--- src/rtl/prco_uart_tx.sv ---
// Debug UART transmitter: buffers core writes in a small FIFO, stalls the core when full, and serialises 8N1, LSB first.
// Define PRCO_UART_TX_PARITY_EN to insert an even-parity bit after the data bits (8E1).
module prco_uart_tx #(
  parameter int CLKS_PER_BIT = 868,
  parameter int FIFO_AW      = 2
) (
  input  logic               i_clk,
  input  logic               i_reset,
  input  logic               i_en,
  input  logic               i_ce,
  input  logic [7:0]         i_data,
  output logic               q_stall,
  output logic               q_busy,
  output logic               q_tx,
  output logic [FIFO_AW:0]   q_count
);

  localparam int DEPTH  = 2 ** FIFO_AW;
  localparam int CW     = FIFO_AW + 1;
  localparam int BAUD_W = (CLKS_PER_BIT > 2) ? $clog2(CLKS_PER_BIT) : 1;

  localparam logic [BAUD_W-1:0]  BAUD_LAST = BAUD_W'(CLKS_PER_BIT - 1);
  localparam logic [CW-1:0]      FULL      = CW'(DEPTH);
  localparam logic [CW-1:0]      CNT_ONE   = CW'(1);
  localparam logic [FIFO_AW-1:0] PTR_ONE   = FIFO_AW'(1);
  localparam logic [BAUD_W-1:0]  BAUD_ONE  = BAUD_W'(1);

  typedef enum logic [2:0] {
    S_IDLE,
    S_START,
    S_DATA,
    S_PARITY,
    S_STOP
  } state_t;

  state_t               state_q, state_d;
  logic [BAUD_W-1:0]    baud_q, baud_d;
  logic [2:0]           bit_q, bit_d;
  logic                 tx_q, tx_d;
  logic [FIFO_AW-1:0]   wr_ptr_q, wr_ptr_d;
  logic [FIFO_AW-1:0]   rd_ptr_q, rd_ptr_d;
  logic [CW-1:0]        count_q, count_d;
  logic [7:0]           shift_q, shift_d;
`ifdef PRCO_UART_TX_PARITY_EN
  logic                 parity_q, parity_d;
`endif

  logic [7:0]           mem_q [DEPTH];
  logic                 push;
  logic                 pop;
  logic                 baud_last;
  logic                 start_ok;
  logic [7:0]           fifo_head;

  assign q_stall   = (count_q == FULL);
  assign q_busy    = (state_q != S_IDLE) || (count_q != '0);
  assign q_tx      = tx_q;
  assign q_count   = count_q;

  assign push      = i_ce && !q_stall;
  assign baud_last = (baud_q == BAUD_LAST);
  assign start_ok  = i_en && (count_q != '0);
  assign fifo_head = mem_q[rd_ptr_q];

  always_comb begin
    state_d  = state_q;
    baud_d   = baud_q;
    bit_d    = bit_q;
    tx_d     = tx_q;
    shift_d  = shift_q;
    wr_ptr_d = wr_ptr_q;
    rd_ptr_d = rd_ptr_q;
    count_d  = count_q;
    pop      = 1'b0;
`ifdef PRCO_UART_TX_PARITY_EN
    parity_d = parity_q;
`endif

    case (state_q)
      S_IDLE: begin
        tx_d = 1'b1;
        if (start_ok) begin
          pop     = 1'b1;
          state_d = S_START;
          baud_d  = '0;
          tx_d    = 1'b0;
        end
      end

      S_START: begin
        if (baud_last) begin
          baud_d  = '0;
          bit_d   = '0;
          state_d = S_DATA;
          tx_d    = shift_q[0];
        end else begin
          baud_d = baud_q + BAUD_ONE;
        end
      end

      S_DATA: begin
        if (baud_last) begin
          baud_d = '0;
          if (bit_q == 3'd7) begin
`ifdef PRCO_UART_TX_PARITY_EN
            state_d = S_PARITY;
            tx_d    = parity_q;
`else
            state_d = S_STOP;
            tx_d    = 1'b1;
`endif
          end else begin
            bit_d   = bit_q + 3'd1;
            shift_d = {1'b0, shift_q[7:1]};
            tx_d    = shift_q[1];
          end
        end else begin
          baud_d = baud_q + BAUD_ONE;
        end
      end

`ifdef PRCO_UART_TX_PARITY_EN
      S_PARITY: begin
        if (baud_last) begin
          baud_d  = '0;
          state_d = S_STOP;
          tx_d    = 1'b1;
        end else begin
          baud_d = baud_q + BAUD_ONE;
        end
      end
`endif

      S_STOP: begin
        if (baud_last) begin
          baud_d = '0;
          // Chain straight into the next start bit so queued bytes leave with no idle gap.
          if (start_ok) begin
            pop     = 1'b1;
            state_d = S_START;
            tx_d    = 1'b0;
          end else begin
            state_d = S_IDLE;
            tx_d    = 1'b1;
          end
        end else begin
          baud_d = baud_q + BAUD_ONE;
        end
      end

      default: begin
        state_d = S_IDLE;
        baud_d  = '0;
        tx_d    = 1'b1;
      end
    endcase

    if (pop) begin
      shift_d  = fifo_head;
      rd_ptr_d = rd_ptr_q + PTR_ONE;
`ifdef PRCO_UART_TX_PARITY_EN
      parity_d = ^fifo_head;
`endif
    end

    if (push) begin
      wr_ptr_d = wr_ptr_q + PTR_ONE;
    end

    // Stall comes from the registered count, so a pop never frees a slot within the same cycle.
    case ({push, pop})
      2'b10:   count_d = count_q + CNT_ONE;
      2'b01:   count_d = count_q - CNT_ONE;
      default: count_d = count_q;
    endcase
  end

  always_ff @(posedge i_clk or posedge i_reset) begin
    if (i_reset) begin
      state_q  <= S_IDLE;
      baud_q   <= '0;
      bit_q    <= '0;
      tx_q     <= 1'b1;
      wr_ptr_q <= '0;
      rd_ptr_q <= '0;
      count_q  <= '0;
    end else begin
      state_q  <= state_d;
      baud_q   <= baud_d;
      bit_q    <= bit_d;
      tx_q     <= tx_d;
      wr_ptr_q <= wr_ptr_d;
      rd_ptr_q <= rd_ptr_d;
      count_q  <= count_d;
    end
  end

  // Datapath storage carries no reset; it is only ever read after being written.
  always_ff @(posedge i_clk) begin
    shift_q <= shift_d;
`ifdef PRCO_UART_TX_PARITY_EN
    parity_q <= parity_d;
`endif
    if (push) begin
      mem_q[wr_ptr_q] <= i_data;
    end
  end

endmodule

--- config.mk ---
export PLATFORM = sky130hd
export DESIGN_NAME = prco_uart_tx
export DESIGN_NICKNAME = d
export VERILOG_FILES = /design/src/rtl/prco_uart_tx.sv
export SDC_FILE = /design/constraint.sdc
export NUM_CORES = 1
export LEC_CHECK = 0
export ABC_AREA = 1
export BUFFER_PORTS_ARGS = -buffer_cell sky130_fd_sc_hd__buf_2
export CAP_MARGIN = 10
export CORE_MARGIN = 2
export CORE_UTILIZATION = 55
export CTS_BUF_LIST = sky130_fd_sc_hd__clkbuf_8
export CTS_CLUSTER_DIAMETER = 200
export DETAILED_ROUTE_END_ITERATION = 8
export PLACE_DENSITY = 0.87
export SYNTH_ARGS = -nofsm -noshare
export SYNTH_HDL_FRONTEND = slang
export SYNTH_SLANG_ARGS = --single-unit
--- constraint.sdc ---
create_clock -name i_clk -period 2.1 [get_ports i_clk]
set_input_delay 0 -clock i_clk [delete_from_list [all_inputs] [get_ports i_clk]]
set_output_delay 0 -clock i_clk [all_outputs]
set_load 0.05 [all_outputs]
Yosys cells after proc, flatten, opt, wreduce, memory -nomap -nowiden
Memories as Yosys holds them, arrays and structs flattened.
Cells that the tools add are included.
Storage, ports and cells
  logic and storage cells: 76
  bits in read-only memories: 0
  RAM bits: 32
  register bits after elaboration: 32
  bits of input ports: 12
  memories kept: 1
  output and inout bits: 6
  bits in latches: 0
Operators by class
  reductions and logical operators: 16
  $add $sub $neg: 6
  equal/unequal tests: 15
  shift-type cells: 0
  $mul: 0
  div/mod/pow operators: 0
  muxes and demuxes: 30
  bitwise operators: 0
  magnitude comparators: 0
Memory list
  mem_q: words 4, bits a word 8, read ports 1, clocked after memory_dff 0, wr ports 1, RTL line 48  | logic [7:0] mem_q [DEPTH];
Operators by type and width (count)
  $mux W8: 4
  $mux W3: 8
  $mux W10: 2
  $pmux W10 S2: 1
  $ne A2 B2 Y1 const B: 7
  $pmux W3 S2: 2
  $pmux W3 S4: 1
  $add A10 B1 Y10 const B: 1
  $eq A10 B10 Y1 const B: 1
  $mux W1: 10
  $eq A3 B3 Y1 const B: 3
  $reduce_bool A2 Y1: 4
  $add A3 B1 Y3 const B: 2
  $reduce_and A3 Y1: 2
  $reduce_bool A3 Y1: 2
  $reduce_and A5 Y1: 1
  $add A2 B1 Y2 const B: 2
  $pmux W1 S4: 1
  $reduce_and A4 Y1: 1
  $eq A3 B1 Y1 const B: 1
  $eq A3 B2 Y1 const B: 1
  $logic_not A3 Y1: 1
  $reduce_or A3 Y1: 1
  $sub A3 B1 Y3 const B: 1
  other kinds (6): 7

Logic depth before layout (Yosys ltp)
  word-level depth: 7
  mapped depth: 13
  depth with buffers taken out: 13

Least setup slack after synthesis
Ideal clock, no wire load.
  path type: register to register
  start: reg count_q[0] (netlist: q_count[0])
  end: reg count_q[2] (netlist: q_count[2])
  library setup time: 0.131 ns
  slack: -0.208 ns
  required time: 1.969 ns
  stages on the path, launching flop included: 13
  data arrival time: 2.177 ns
  buffers on the path: 0
  path through: dfrtp_1 -> inv_1 -> nand3_1 -> nand3_1 -> inv_1 -> nand2_4 -> clkinv_2 -> ha_1 -> inv_1 -> fa_1 -> a21oi_1 -> o21ai_0 -> xor2_1
On the way
  longest elaborated chain between the ends: 7
  elaborated cells between the ends (all ways): 14
  classes of those cells: add/sub (2); eq/ne (3); mux (4); reduce/logical (5)
Ends and longest elaborated chain
  from (decl): RTL line 42  | logic [CW-1:0] count_q, count_d;
  from (signal assigned): RTL line 194  | count_q <= count_d;
  $reduce_bool A3 Y1: RTL line 62  | assign start_ok = i_en && (count_q != '0);
  $logic_and A1 B1 Y1: RTL line 62
  $mux W1: RTL line 82, 138
  $mux W1: RTL line 135  | if (baud_last) begin
  $pmux W1 S2: RTL line 79  | case (state_q)
  $eq A2 B1 Y1 or $eq A2 B2 Y1 (tied branches): RTL line 171  | case ({push, pop})
  $pmux W3 S2 or $reduce_bool A2 Y1 (tied branches)
Parallel ways exist; a longest one is shown, timed or not.
A chain may end at the register's enable or synchronous reset.

Worst setup path in the final report
  start: reg baud_q[0]
  end: reg count_q[2] (netlist: q_count[2])
On the way
  longest elaborated chain between the ends: 5
  elaborated cells between the ends (all ways): 7
  classes of those cells: eq/ne (3); mux (3); reduce/logical (1)
Ends and longest elaborated chain
  from (decl): RTL line 37  | logic [BAUD_W-1:0] baud_q, baud_d;
  from (signal assigned): RTL line 189  | baud_q <= baud_d;
  $eq A10 B10 Y1 *: RTL line 61  | assign baud_last = (baud_q == BAUD_LAST);
  $mux W1 *: RTL line 135
  $pmux W1 S2 *: RTL line 79
  $eq A2 B1 Y1 or $eq A2 B2 Y1 (tied branches): RTL line 171
  $pmux W3 S2 or $reduce_bool A2 Y1 (tied branches)
Mark *: on every way between the ends. The rest lies on a longest branch, timed or not.

==> flow_summary.yaml <==
outcome:
  status: "finished clean"
power_and_ir_drop:
  pwr-share-comb_pct: 36.5
  leakagePower_nw: 1.57
  pwr-share-clk_pct: 24.5
  power_density_nw_per_um2: 1350
  power.internal_mw: 2.97
  power_switching_mw: 1.94
  power_mw: 4.90
  peakVddDrop_uv: 948
  swShare_pct: 39.5
  seqPwrFrac_pct: 39.0
cts:
  root_buffer: "clkbuf_8"
  clock-sinks: 64
  cts_tree: "yes"
  numCtsBuffers: 9
  path_clk_slew_ns: 0.08
  clkLatencyLatePin_ns: 0.34
  h-tree-depth: 3
  cts_buffer_depth: 2
job:
  max-cap-violations: 0
logic_synthesis:
  synth_top_area_share_pct: 39.6
  yosysWarnings: 0
  syn_nets: 323
  syn_inst: 302
  synth_common_cells: "nand2_1 (67), edfxtp_1 (40), inv_1 (30), nor2_1 (30), o21ai_0 (26)"
  ys_ff_latch: 64
  synth-edff-count: 40
  ys_seq_area_share_pct: 59.4
  yosys_most_used_dff: "edfxtp_1"
  yosysMostFrequentCell: "nand2_1"
  syn_area_um2: 3030
  syn_avg_cell_area_um2: 10.0
  ys_types: 30
  synth.area.top_cells: "edfxtp_1 (40%), dfrtp_1 (19%), nand2_1 (8.3%)"
  async_flop_share_pct: 37.5
  yosysTopAreaCell: "edfxtp_1"
detailed_routing:
  ant_nets: 0
  drtIter0Drc: 165
  drcViolationCount: 0
  dr_wl_met3_um: 276
  drt_first_pass_iters: 5
  wl_per_cell_um: 14.8
  wl_um: 6330
  wl_met1_um: 2620
  wl_met2_um: 3260
  vias: 2243
  highest_layer: "met4"
  via_per_inst: 5.25
timing:
  fin_crit_ns: 1.98
  worst_pin_slew_ns: 0.594
  clock.fmax_mhz: 504
  maxSlewHeadroom_pct: 60.4
  grt_setup_unrepaired: "no"
  fin_crit_sh_pct: 94.4
  hold_violations: 0
  setup_viol: 0
  finalMaxSlewViolations: 0
  clock_skew_ns: 0.00869
critical_path:
  startpoint: "baud_q[0]$_DFFE_PP0P_"
  critPathMaxFanout: 3
  worstSetupPathType: "register to register"
  cp-start-kind: "register"
  cp-end-kind: "register"
  cp.required_ns: 2.33
  r2r-start: "baud_q[0]$_DFFE_PP0P_"
  arrival_ns: 2.21
die:
  die_h_um: 78.3
  initial_core_util_pct: 56.1
  dieWidth_um: 78.3
  num_io_pins: 18
  core_area_um2: 5410
  rows: 27
  die_area_um2: 6130
layout:
  instances_no_fill: 427
  fill_cells: 395
  drive_above_1_share_pct: 25.1
  diodes: 0
  fin_nets: 371
  syn2layout_area_growth_pct: 19.6
placement:
  gp_congestion: 0.859
  dp_hpwl_um: 3800
  numPortBuffers: 17
  place_inst: 399
global_route:
  grt_max_degree: 20
  grt_pass1_wl_um: 10400
  antenna_found_initial: 0
  grt_pass1_vias: 2272
  grt-ovfl-total: 0
  grt_usage_pct: 22.5
hold_path:
  min_from: "i_en"
  hp-class: "primary input to register"
-- final timing paths --
| kind | to | slack, ns | depth (start not counted) |
|---|---|---|---|
| min reg2reg | q_tx$_DFFE_PP1P_ | 0.47 | 2 |
| max | q_count[2]$_DFFE_PP0P_ | 0.12 | 13 |
| max in group asynchronous | q_tx$_DFFE_PP1P_ | 1.23 | 4 |
| min | baud_q[1]$_DFFE_PP0P_ | 0.06 | 4 |
| min in group asynchronous | baud_q[0]$_DFFE_PP0P_ | 0.23 | 3 |
| max reg2reg | q_count[2]$_DFFE_PP0P_ | 0.12 | 13 |
-- routing by layer --
| layer | global-route usage, % | vias up |
|---|---|---|
| li1 | - | 1103 |
| met1 | 25.8 | 1059 |
| met2 | 39.7 | 67 |
| met3 | 4.71 | 14 |
| met4 | 11.8 | 0 |
| met5 | 0 | - |
-- final cells by class --
cell class                 instances  area, um^2  area share (%)
sequential                        64        1810            49.8
multi-input combinational        196        1060            29.3
timing repair buffer              43         303            8.34
inverter                          36         140            3.86
clock buffer                       9         124            3.41
clock inverter                     7         103            2.83
tap                               72        90.1            2.48
-- cell usage in the layout (no fill, tap or decap), types with 3 or more instances in the layout --
cell type / Yosys / final
inv_1: 30 / 26
o22ai_1: 7 / 7
dfrtp_1: 23 / 20
dfrtp_2: 0 / 3
dlygate4sd3_1: 0 / 9
nor2_1: 30 / 29
a21oi_2: 3 / 3
o21ai_0: 26 / 25
buf_4: 0 / 17
nand2_2: 5 / 5
ha_1: 8 / 6
edfxtp_1: 40 / 40
nor2_2: 3 / 4
nand4_1: 8 / 8
nand3_1: 15 / 15
inv_2: 5 / 9
buf_2: 3 / 17
nand2_1: 67 / 67
clkinv_4: 0 / 3
xnor2_1: 3 / 3
o21ai_1: 6 / 7
clkbuf_8: 0 / 9
-- through the flow --
| stage | area (um^2) | util [%] | setup WS, ns | setup TNS [ns] | hold WS, ns |
|---|---|---|---|---|---|
| 2_1_floorplan | 3040 | - | 0.00709 | 0 | 0.0137 |
| 3_3_place_gp | 3280 | 60.7 | 0.0704 | 0 | 0.0470 |
| 3_5_place_dp | 3280 | 60.7 | -0.00199 | -0.00199 | 0.0580 |
| 4_1_cts | 3610 | 66.7 | 0.0203 | 0 | 0.0460 |
| 5_1_grt | 3630 | 67.2 | 0.00341 | 0 | 0.0802 |
| 6_report | 3630 | 67.2 | 0.117 | 0 | 0.0565 |
-- power by group through the flow --
| stage | clock (mW) | combinational (mW) | sequential [mW] |
|---|---|---|---|
| final | 1.20 | 1.79 | 1.91 |
| after CTS | 1.20 | 1.74 | 1.90 |
| after global routing | 1.26 | 1.98 | 1.95 |
| after detailed placement | 0 | 1.69 | 1.93 |
| after global placement | 0 | 1.63 | 1.91 |
| after floorplan | 0 | 1.22 | 1.97 |
-- registers in the layout, summed over array words and instances (netlist names) --
name,count
rd_ptr_q,2
wr_ptr_q,2
shift_q,8
q_count,3
baud_q,10
mem_q,32
bit_q,3
state_q,3
q_tx,1
-- worst max-delay path, cell delays in order, from the launching register on --
cell	delay, ns
dfrtp_1	0.36
ha_2	0.18
inv_1	0.06
nor2_2	0.12
nand3_4	0.08
nand2_2	0.08
nand2_4	0.06
clkinv_4	0.04
ha_2	0.15
inv_2	0.05
fa_2	0.33
a21oi_1	0.12
o21ai_1	0.09
xor2_1	0.14
-- what timing repair did --
item,4_1_cts,5_1_grt
endpoints found under the setup margin,1,1
endpoints found under the hold margin,44,0
gates cloned,0,0
pin swaps,0,3
hold buffers,9,0
buffers inserted,1,2
gates resized for setup,0,5
-- cells by family (layout without fill, tap and decap cells) --
group	count (synthesis)	in the layout	synth area share [%]
simple gates	137	137	21.1
flops	64	64	59.4
compound gates	45	45	8.21
buf+inv	42	95	5.86
fa+ha+maj	9	9	3.96
xor+xnor	5	5	1.44
No activity file was read; power rests on OpenSTA's default activity.
